==> src/rtl/bcd_to_binary_seq_pkg.sv <==
// Package bcd2bin_pkg: shared types and constants for the BCD-to-binary converter.
//   state_t         - converter FSM states (IDLE, CONV, DONE)
//   BCD_DIGIT_MAX   - largest legal BCD digit
//   BCD_ADJ_THRESH  - nibble value at or above which the shift-right correction applies
//   BCD_ADJ_VAL     - correction subtracted from a nibble after each right shift
package bcd2bin_pkg;

    typedef enum logic [1:0] {
        IDLE = 2'd0,
        CONV = 2'd1,
        DONE = 2'd2
    } state_t;

    localparam logic [3:0] BCD_DIGIT_MAX  = 4'd9;
    localparam logic [3:0] BCD_ADJ_THRESH = 4'd8;
    localparam logic [3:0] BCD_ADJ_VAL    = 4'd3;

endpackage

==> src/rtl/bcd_to_binary_seq_if.sv <==
// Interface bcd_to_binary_seq_if: request/result bundle of the BCD-to-binary converter.
// Handshake: the requester raises start with bcd_in valid; the converter accepts it on
// the first clock edge at which it is idle (start is not queued while busy). busy is high
// while shifting; done pulses for one cycle with bin_out and err valid; bin_out and err
// then hold until the next accepted start.
//   start   requester -> converter   conversion request
//   bcd_in  requester -> converter   packed BCD, digit 0 in [3:0]
//   bin_out converter -> requester   binary result
//   busy    converter -> requester   conversion in progress
//   done    converter -> requester   one-cycle completion pulse
//   err     converter -> requester   error flag of the last conversion
//   state   converter -> requester   FSM state, for observation only
interface bcd_to_binary_seq_if #(
    parameter int DIGITS = 3,
    parameter int BIN_W  = 10
) ();
    import bcd2bin_pkg::*;

    logic                  start;
    logic [4*DIGITS-1:0]   bcd_in;
    logic [BIN_W-1:0]      bin_out;
    logic                  busy;
    logic                  done;
    logic                  err;
    state_t                state;

    modport master (
        output start, bcd_in,
        input  bin_out, busy, done, err, state
    );

    modport slave (
        input  start, bcd_in,
        output bin_out, busy, done, err, state
    );

endinterface

==> src/rtl/bcd_to_binary_seq_sub3.sv <==
// Module bcd_sub3: per-nibble correction for reverse double-dabble.
// After a right shift a BCD nibble that reads 8 or more has received a bit worth 10
// from the digit above but counts it as 8; subtracting 3 makes it 5 as required.
//   d  input  4  nibble after the shift
//   q  output 4  corrected nibble
module bcd_sub3
    import bcd2bin_pkg::*;
(
    input  logic [3:0] d,
    output logic [3:0] q
);

    assign q = (d >= BCD_ADJ_THRESH) ? (d - BCD_ADJ_VAL) : d;

endmodule

==> src/rtl/bcd_to_binary_seq.sv <==
// Module bcd_to_binary_seq: multi-cycle packed-BCD to unsigned binary converter.
// Shifts the {bcd, bin} register right one bit per clock and corrects every BCD
// nibble that reads 8 or more by -3; after BIN_W shifts the low BIN_W bits hold the
// binary value. A request containing a digit above 9 completes immediately with err=1.
// Optional build macro BCD2BIN_OVF_CHECK_EN: also flag err when the value does not fit
// in BIN_W bits (nonzero BCD residue); otherwise the result is silently truncated.
// Ports:
//   CLOCK_50  input   system clock, rising edge
//   reset     input   asynchronous active-high reset
//   bus       slave   start/bcd_in request, bin_out/busy/done/err/state result
module bcd_to_binary_seq
    import bcd2bin_pkg::*;
#(
    parameter int DIGITS = 3,
    parameter int BIN_W  = 10
) (
    input  logic                CLOCK_50,
    input  logic                reset,
    bcd_to_binary_seq_if.slave  bus
);

    localparam int BCD_W = 4 * DIGITS;
    localparam int SR_W  = BCD_W + BIN_W;
    localparam int CNT_W = $clog2(BIN_W + 1);
    localparam logic [CNT_W-1:0] LAST_CNT = CNT_W'(BIN_W - 1);

    state_t             state;
    logic [SR_W-1:0]    sr;
    logic [SR_W-1:0]    sr_shift;
    logic [SR_W-1:0]    sr_next;
    logic [CNT_W-1:0]   count;
    logic [DIGITS-1:0]  nib_bad;
    logic [BIN_W-1:0]   bin_q;
    logic               busy_q;
    logic               done_q;
    logic               err_q;

    assign sr_shift = sr >> 1;
    assign sr_next[BIN_W-1:0] = sr_shift[BIN_W-1:0];

    for (genvar g = 0; g < DIGITS; g++) begin : g_nib
        bcd_sub3 u_sub3 (
            .d (sr_shift[BIN_W + 4*g +: 4]),
            .q (sr_next[BIN_W + 4*g +: 4])
        );
        assign nib_bad[g] = bus.bcd_in[4*g +: 4] > BCD_DIGIT_MAX;
    end

`ifdef BCD2BIN_OVF_CHECK_EN
    // Anything left in the BCD part after the last shift is value >= 2^BIN_W.
    logic residue_nz;
    assign residue_nz = |sr_next[SR_W-1:BIN_W];
`endif

    always_ff @(posedge CLOCK_50 or posedge reset) begin
        if (reset) begin
            state  <= IDLE;
            sr     <= '0;
            count  <= '0;
            bin_q  <= '0;
            busy_q <= 1'b0;
            done_q <= 1'b0;
            err_q  <= 1'b0;
        end else begin
            done_q <= 1'b0;
            case (state)
                IDLE: begin
                    if (bus.start) begin
                        err_q <= 1'b0;
                        if (|nib_bad) begin
                            bin_q  <= '0;
                            err_q  <= 1'b1;
                            done_q <= 1'b1;
                            state  <= DONE;
                        end else begin
                            sr     <= {bus.bcd_in, {BIN_W{1'b0}}};
                            count  <= '0;
                            busy_q <= 1'b1;
                            state  <= CONV;
                        end
                    end
                end
                CONV: begin
                    sr    <= sr_next;
                    count <= count + 1'b1;
                    if (count == LAST_CNT) begin
                        // This edge performs the final shift; publish its result directly.
                        bin_q  <= sr_next[BIN_W-1:0];
                        busy_q <= 1'b0;
                        done_q <= 1'b1;
`ifdef BCD2BIN_OVF_CHECK_EN
                        err_q  <= residue_nz;
`endif
                        state  <= DONE;
                    end
                end
                DONE: begin
                    state <= IDLE;
                end
                default: begin
                    state <= IDLE;
                end
            endcase
        end
    end

    assign bus.bin_out = bin_q;
    assign bus.busy    = busy_q;
    assign bus.done    = done_q;
    assign bus.err     = err_q;
    assign bus.state   = state;

endmodule
==> src/flat_wrapper.sv <==
// flat-port wrapper written by rule: the top's interface ports become plain ports
module bcd_to_binary_seq_flat import bcd2bin_pkg::*;
#(
    parameter int DIGITS = 3,
    parameter int BIN_W  = 10
)
  (CLOCK_50, reset, bus_start, bus_bcd_in, bus_bin_out, bus_busy, bus_done, bus_err, bus_state);
  bcd_to_binary_seq_if #(.DIGITS(DIGITS), .BIN_W(BIN_W)) bus_i ();
  input  logic CLOCK_50;
  input  logic reset;
  input wire logic [$bits(bus_i.start)-1:0] bus_start;
  input wire logic [$bits(bus_i.bcd_in)-1:0] bus_bcd_in;
  output wire logic [$bits(bus_i.bin_out)-1:0] bus_bin_out;
  output wire logic [$bits(bus_i.busy)-1:0] bus_busy;
  output wire logic [$bits(bus_i.done)-1:0] bus_done;
  output wire logic [$bits(bus_i.err)-1:0] bus_err;
  output wire logic [$bits(bus_i.state)-1:0] bus_state;
  assign bus_i.start = bus_start;
  assign bus_i.bcd_in = bus_bcd_in;
  assign bus_bin_out = bus_i.bin_out;
  assign bus_busy = bus_i.busy;
  assign bus_done = bus_i.done;
  assign bus_err = bus_i.err;
  assign bus_state = bus_i.state;
  bcd_to_binary_seq #(.DIGITS(DIGITS), .BIN_W(BIN_W)) u_core (.CLOCK_50(CLOCK_50), .reset(reset), .bus(bus_i));
endmodule
==> config.mk <==
export PLATFORM = sky130hd
export DESIGN_NAME = bcd_to_binary_seq_flat
export DESIGN_NICKNAME = d
export VERILOG_FILES = /design/src/rtl/bcd_to_binary_seq_pkg.sv /design/src/rtl/bcd_to_binary_seq_if.sv /design/src/rtl/bcd_to_binary_seq_sub3.sv /design/src/rtl/bcd_to_binary_seq.sv /design/src/flat_wrapper.sv
export SDC_FILE = /design/constraint.sdc
export NUM_CORES = 1
export LEC_CHECK = 0
export BUFFER_PORTS_ARGS = -buffer_cell sky130_fd_sc_hd__buf_2
export CORE_MARGIN = 8
export CORE_UTILIZATION = 30
export CTS_CLUSTER_DIAMETER = 100
export CTS_CLUSTER_SIZE = 30
export DETAILED_ROUTE_END_ITERATION = 16
export GPL_TIMING_DRIVEN = 1
export PLACE_DENSITY = 0.52
export SETUP_SLACK_MARGIN = 0.5
export SLEW_MARGIN = 10
export SYNTH_ARGS = -nofsm -noshare
export SYNTH_HDL_FRONTEND = slang
export SYNTH_SLANG_ARGS = --single-unit
==> constraint.sdc <==
create_clock -name CLOCK_50 -period 1.7 [get_ports CLOCK_50]
set_input_delay 0.255 -clock CLOCK_50 [delete_from_list [all_inputs] [get_ports CLOCK_50]]
set_output_delay 0.255 -clock CLOCK_50 [all_outputs]
set_load 0.05 [all_outputs]
==> summary.txt, run 1 <==
Outcome
  – Status: finished clean

Placement
  – Placed Cells: roughly 260
  – Final HPWL DP: 2.80 mm
  – Routability cong.: 0.685
  – Port buffer count: 29
  – Post-Place Setup Slack: 0.209 ns
  – Post-Place Cell Area: 2090 µm²

Floorplanning
  – Die ar.: 8830 µm²
  – Core Area: 5890 µm²
  – Starting Density: 0.310
  – Die width: 94.0 µm
  – Row cnt: 28
  – Die span in y: 94.0 µm
  – Ports: 30

Pwr
  – Power Total: 4.52 mW
  – Worst IR Drop VDD: about 0.88 mV
  – Lkg Pwr: 1.19 nW
  – Sequential Power Share: 0.349
  – Power Density: 1780 nW/µm²
  – Sw frac: 0.367
  – Psw: between 1.5 and 2 mW
  – Combinational power share: 0.450
  – Clk network pwr share: 0.201
  – Internal power: 2.86 mW

Setup path
  – Crit Path Class: flip-flop to flip-flop
  – Worst path buffer plus inverter count: 0
  – Crit path largest cell delay: around 0.46 ns
  – CP Launch Type: flip-flop
  – Largest delay share family, worst path: simple AND/OR/NAND/NOR gates
  – Data required time of the worst path: 1.93 ns
  – Cell Chain, Critical Path: nor2b_4 -> a41oi_4 -> or3_1 -> a21oi_2
  – Crit-path slowest cell: dfrtp_2
  – CP endpoint kind: flip-flop
  – CP Data Arrival Time: 1.62 ns
  – Peak fanout along the critical path: 5

STA
  – Clock Skews: 0.00712 ns
  – F_max: 720 MHz
  – Count of pins over their slew limit: 0
  – # setup viols final: 0
  – WHS: 0.0833 ns
  – Tcrit/Tclk final: 0.817
  – Final Hold Fails: 0
  – Worst slew pin tran: 0.520 ns
  – Unrepaired setup endpoints after global routing: true
  – Fin crit period: 1.39 ns
  – Setup ws final: about 0.31 ns
  – Slew Limit Headroom: 0.653
  – Post-route setup TNS: 0 ns

GRT
  – Remaining Overflow, GRT: 0
  – First-pass GRT wire length: 7.40 mm
  – Top Usage Layer GRT: met2
  – Met3 Track Usage GR: 0.0296
  – Number of global-route vias before repair: 1,446
  – Initial antenna violation count: 0
  – Grt met1 use: 0.139
  – Met2 GRT Util: 0.162
  – Largest net degree at the start of global routing: 41
  – GR Util All Layers: 0.107

Detailed routing
  – Vias per std cell: 4.82
  – Via Count: 1,392
  – Initial DRC count: 46
  – DRC: 0
  – First-pass iteration count of the detailed router: 6
  – Post-route ant nets: 0
  – Final WL: 4.50 mm
  – Routed len/inst: 15.6 µm

Cells and area
  – Nets: 235
  – Final instance count without filler cells: 289
  – Antenna diode count: 0
  – Post-route cell area: 2540 µm²
  – Share of cells above drive strength 1: 0.397
  – End-of-flow core utilization: 0.432
  – # fillers: about 570
  – Area delta synth->final: 39.4%

Synthesis
  – Yosys cell types: 32
  – Seq/Total Area, Yosys: 0.549
  – Syn Nets: 181
  – Syn Area/Cell: ~11 µm²
  – Syn Std Cell Area: 1820 µm²
  – Synth async-reset ratio: 1.00
  – Number of synthesized flops with an enable pin: 0
  – Seq cells post-synth: 40
  – Mapped Cells: 160
  – Top FF cell, synth: dfrtp_1
  – Synth warnings: 0

CTS
  – Worst-path clk slew: 0.08 ns
  – Cts-stage hold buffer count: 0
  – Clock buffer depth: 2
  – Clock Latency Late Sink: 0.29 ns
  – Clock Sinks: 40
  – H-tree depth: 2
  – CTS root buffer: clkbuf_8
  – TritonCTS clock tree: done
  – CTS buffer count: 5

Flow run
  – Max cap viols: 0

Hold path
  – Worst hold path type: primary input to asynchronous set/reset pin
-- power by group through the flow --
stage	sequential (mW)	combinational, mW	clock [mW]
finish	1.58	2.03	0.910
global route	1.63	2.21	0.972
CTS	1.56	1.79	0.928
detailed placement	1.58	1.43	0
global placement	1.58	1.41	0
floorplan	1.70	0.954	0
-- cell usage in the layout, fill, tap and decap left out, types with 2 or more instances in the layout --
master      n
bufinv_16   2
nand2b_1    2
ha_1        6
a21oi_2     3
nand2_2     5
a21oi_1     5
a41oi_4     2
o21ai_0     4
nand3_1     2
dfrtp_1    38
clkbuf_4    9
dfrtp_2     2
buf_6      13
buf_4      14
xnor2_1     4
nor2_1      9
mux2i_1     7
buf_2      16
o21ai_1     8
o21ai_2     3
nand2_1     8
inv_1       9
clkbuf_8    5
a22o_1     20
nor2b_4     2
-- layer usage --
| metal | vias up | wire (µm) | share of wire |
|---|---|---|---|
| li1 | 680 | - | - |
| met2 | 29 | 2080 | 0.46 |
| met4 | 0 | 72 | 0.016 |
| met1 | 675 | 2130 | 0.47 |
| met5 | - | 0 | 0 |
| met3 | 8 | 217 | 0.048 |
-- flip-flops by register name, summed over array words and instances, names as in the netlist --
signal,count
u_core.sr,21
u_core.bus.bin_out,10
u_core.count,4
u_core.bus.state,2
u_core.bus.busy,1
u_core.bus.err,1
u_core.bus.done,1
-- repair_timing --
| action | in CTS | in global routing |
|---|---|---|
| buffers inserted | 8 | 6 |
| pin swaps | 4 | 4 |
| setup endpoints to repair | 40 | 53 |
| resized for setup | 25 | 34 |
| gates cloned | 2 | 2 |
-- cell usage after synthesis, drive strengths merged, types with 2 or more instances --
master | count | area (µm²)
mux2i | 7 | 70.1
dfrtp | 40 | 1000
a21oi | 8 | 43.8
nand3 | 2 | 10.0
nand2 | 13 | 48.8
inv | 9 | 33.8
a22o | 20 | 175
xnor2 | 4 | 35.0
o21ai | 15 | 86.3
ha | 6 | 75.1
nor2 | 10 | 37.5
nand2b | 3 | 18.8
buf | 8 | 50.1
nor2b | 2 | 15.0
-- worst register-to-register path: cells and delay by family, from the launching register on --
| family | cells | cell delay [ns] |
|---|---|---|
| flip-flops | 1 | 0.46 |
| AO/OA/AOI/OAI | 2 | 0.31 |
| AND/OR/NAND/NOR | 2 | 0.56 |
-- area by class of cell --
cell class,instances,area (µm²),area share
Clock buffer,5,68.8,0.0271
Clock inverter,2,60.1,0.0236
Inverter,9,33.8,0.0133
Multi-Input combinational cell,103,825,0.324
Sequential cell,40,1000,0.394
Tap cell,75,93.8,0.0369
Timing Repair Buffer,55,459,0.181
-- worst paths after layout --
check                                      end  depth (start not counted)           startpoint  slack (ns)
min reg2reg                     u_core.bus.err                          2       u_core.bus.err        0.50
max                            u_core.count[3]                          4  u_core.bus.state[1]        0.31
max reg2reg                    u_core.count[3]                          4  u_core.bus.state[1]        0.31
min                            u_core.bus.done                          3                reset        0.08
max in group asynchronous  u_core.bus.state[1]                          3                reset        1.23
min in group CLOCK_50            u_core.sr[21]                          2       bus_bcd_in[11]        0.20
-- cell families (layout without fill, tap and decap cells) --
group | Yosys count | after routing | synth area share
AOI/OAI and AO/OA | 51 | 52 | 0.215
xor gates and xnor gates | 4 | 4 | 0.0192
adders and majority gates | 6 | 6 | 0.0412
buffers and inverters | 18 | 71 | 0.0480
DFF | 40 | 40 | 0.549
muxes | 7 | 7 | 0.0384
and+or+nand+nor | 34 | 34 | 0.0892
(Power assumes the default switching activity.)
==> inputs of run 2 (changes only) <==
==> constraint.sdc (replaced) <==
create_clock -name CLOCK_50 -period 1.45 [get_ports CLOCK_50]
set_input_delay 0.2175 -clock CLOCK_50 [delete_from_list [all_inputs] [get_ports CLOCK_50]]
set_output_delay 0.2175 -clock CLOCK_50 [all_outputs]
set_load 0.05 [all_outputs]
==> summary.txt, run 2 (synthesis gave the netlist of run 1 again) <==
Outcome
  – Status: finished, violations left
  – Failing checks: negative hold slack

Cells and area
  – Most frequent cells in the layout: dfrtp_1 (36), buf_4 (27), a22o_1 (20), buf_6 (20), buf_2 (15)
  – # fillers: 574 (+0.88%)
  – Share of cells above drive strength 1: 0.455 (+0.0582)
  – Commonest non-fill, non-tap cell in the layout: dfrtp_1
  – Sequential cell area: 1010 µm² (+0.25%)
  – Multi-input gate area: 822 µm² (-0.30%)
  – Antenna diode count: 0 (unchanged)
  – Nets: 245 (+4.3%)
  – Most flops, register: u_core.sr
  – Number of flip-flops in the largest register: 21 (unchanged)
  – Area delta synth->final: 43.0%

GRT
  – Initial antenna violation count: 0 (unchanged)
  – GR Util All Layers: 0.106 (-0.000873)
  – Number of global-route vias before repair: 1,504 (+4.0%)
  – Largest net degree at the start of global routing: 18 (-56%)
  – First-pass GRT wire length: 7.40 mm (unchanged)
  – Remaining Overflow, GRT: 0 (unchanged)

Flow run
  – Max cap viols: 0 (unchanged)

Setup path
  – Data required time of the worst path: 1.64 ns (-0.29 ns)
  – R2R Setup Slk: 0.04 ns (-0.27 ns)
  – CP Data Arrival Time: 1.59 ns (-0.03 ns)
  – Largest delay share family, worst path: compound AO/OA/AOI/OAI gates
  – Worst path buffer plus inverter count: 1 (+1)
  – Reg2reg start: u_core.bus.state[0]
  – Register-to-Register Path Depth: 5 (+1)
  – Crit Path Class: flip-flop to flip-flop
  – Cell Chain, Critical Path: nor2b_2 -> a41oi_2 -> buf_6 -> nor2_1 -> o21a_1
  – CP Launch Type: flip-flop
  – Peak fanout along the critical path: 7 (+2)
  – R2r endpoint: u_core.sr[13]
  – CP endpoint kind: flip-flop
  – Worst path depth: 5 (+1)
  – Crit-path slowest cell: dfrtp_2
  – Crit path largest cell delay: 0.42 ns (-0.04 ns)

CTS
  – H-tree depth: 2 (unchanged)
  – Clock Latency Late Sink: 0.29 ns (about the same)
  – CTS root buffer: clkbuf_8
  – TritonCTS clock tree: done
  – Clock Sinks: 40 (unchanged)
  – Clock buffer depth: 2 (unchanged)
  – CTS buffer count: 5 (unchanged)
  – Worst-path clk slew: 0.08 ns (about the same)

STA
  – Count of pins over their slew limit: 0 (unchanged)
  – WHS: -0.103 ns (-0.186 ns)
  – Worst slew pin tran: 0.363 ns (-0.157 ns)
  – # setup viols final: 0 (unchanged)
  – Unrepaired setup endpoints after global routing: true
  – Slew Limit Headroom: 0.757 (+0.104)
  – Final Hold Fails: 15 (+15)
  – Fin crit period: 1.41 ns (+0.0193 ns)
  – Tcrit/Tclk final: 0.971 (+0.154)
  – Clock Skews: 0.00578 ns (-0.00134 ns)
  – F_max: 710 MHz (-1.4%)

Placement
  – Routability cong.: 0.723 (+5.6%)
  – Final HPWL DP: 3.09 mm (+11%)
  – Port buffer count: 29 (unchanged)

Detailed routing
  – Vias per std cell: 4.68 (-2.8%)
  – Post-route ant nets: 0 (unchanged)
  – Routed len/inst: 14.4 µm (-7.5%)
  – Via Count: 1,400 (+0.57%)
  – Final WL: 4.31 mm (-4.3%)
  – DRC: 0 (unchanged)
  – Initial DRC count: 48 (+4.3%)
  – First-pass iteration count of the detailed router: 4 (-2)

Pwr
  – Power Density: 1860 nW/µm² (+4.8%)
  – Worst IR Drop VDD: 0.668 mV (-24%)
  – Lkg Pwr: 1.21 nW (+1.7%)
  – Power Total: 4.86 mW (+7.5%)

Floorplanning
  – Core Area: 5890 µm² (unchanged)
  – Row cnt: 28 (unchanged)
  – Die span in y: 94.0 µm (unchanged)
  – Die width: 94.0 µm (unchanged)
  – Starting Density: 0.310 (unchanged)
  – Die ar.: 8830 µm² (unchanged)
  – Ports: 30 (unchanged)

Hold path
  – Worst hold path type: primary input to asynchronous set/reset pin
run 2: how the worst max path moves through the flow:
stage	from	to	slack [ns]
after CTS	u_core.bus.state[0]	u_core.sr[13]	0.06
after global placement	bus_bcd_in[10]	u_core.count[3]	-0.009
after detailed placement	u_core.bus.state[1]	u_core.count[3]	-0.03
after floorplan	u_core.bus.state[0]	u_core.sr[17]	-0.03
after global routing	u_core.bus.state[0]	u_core.sr[13]	-0.02
final	u_core.bus.state[0]	u_core.sr[13]	0.04
run 2: layer usage:
| layer | share of wire | vias to the layer above | global-route usage |
|---|---|---|---|
| li1 | - | 700 | - |
| met1 | 0.50 | 665 | 0.140 |
| met2 | 0.44 | 28 | 0.165 |
| met3 | 0.053 | 7 | 0.0288 |
| met4 | 0.0097 | 0 | 0.0317 |
| met5 | 0 | - | 0 |
run 2: through the flow:
step	instance area [µm²]	util	cells	setup TNS [ns]	setup slack [ns]
finish	2610	0.443	299	0	0.0415
global route	2610	0.443	299	-0.0686	-0.0190
CTS	2510	0.427	296	0	0.0567
detailed placement	2180	0.370	274	-0.0638	-0.0315
global placement	2180	0.370	274	-0.00864	-0.00864
floorplan	1850	-	160	-0.453	-0.0300
run 2: layout make-up:
| type | count | area share |
|---|---|---|
| tap | 75 | 0.0360 |
| clock inverter | 2 | 0.00480 |
| inverter | 9 | 0.0182 |
| timing repair buffer | 65 | 0.214 |
| clock buffer | 5 | 0.0264 |
| multi-input combinational | 103 | 0.315 |
| sequential | 40 | 0.386 |
run 2: timing repair:
action                                 in CTS  in global routing
gates cloned                                2                  0
pin swaps                                   4                  4
endpoints found under the hold margin      15                 15
setup buffers                              13                  3
setup endpoints to repair                  55                 55
gates resized for setup                    40                 25
run 2: power by group:
| part | switching (mW) | internal, mW | total (mW) |
|---|---|---|---|
| clock network | 0.388 | 0.326 | 0.714 |
| logic | 1.15 | 1.15 | 2.30 |
| registers | 0.362 | 1.49 | 1.85 |
| total | 1.90 | 2.96 | 4.86 |
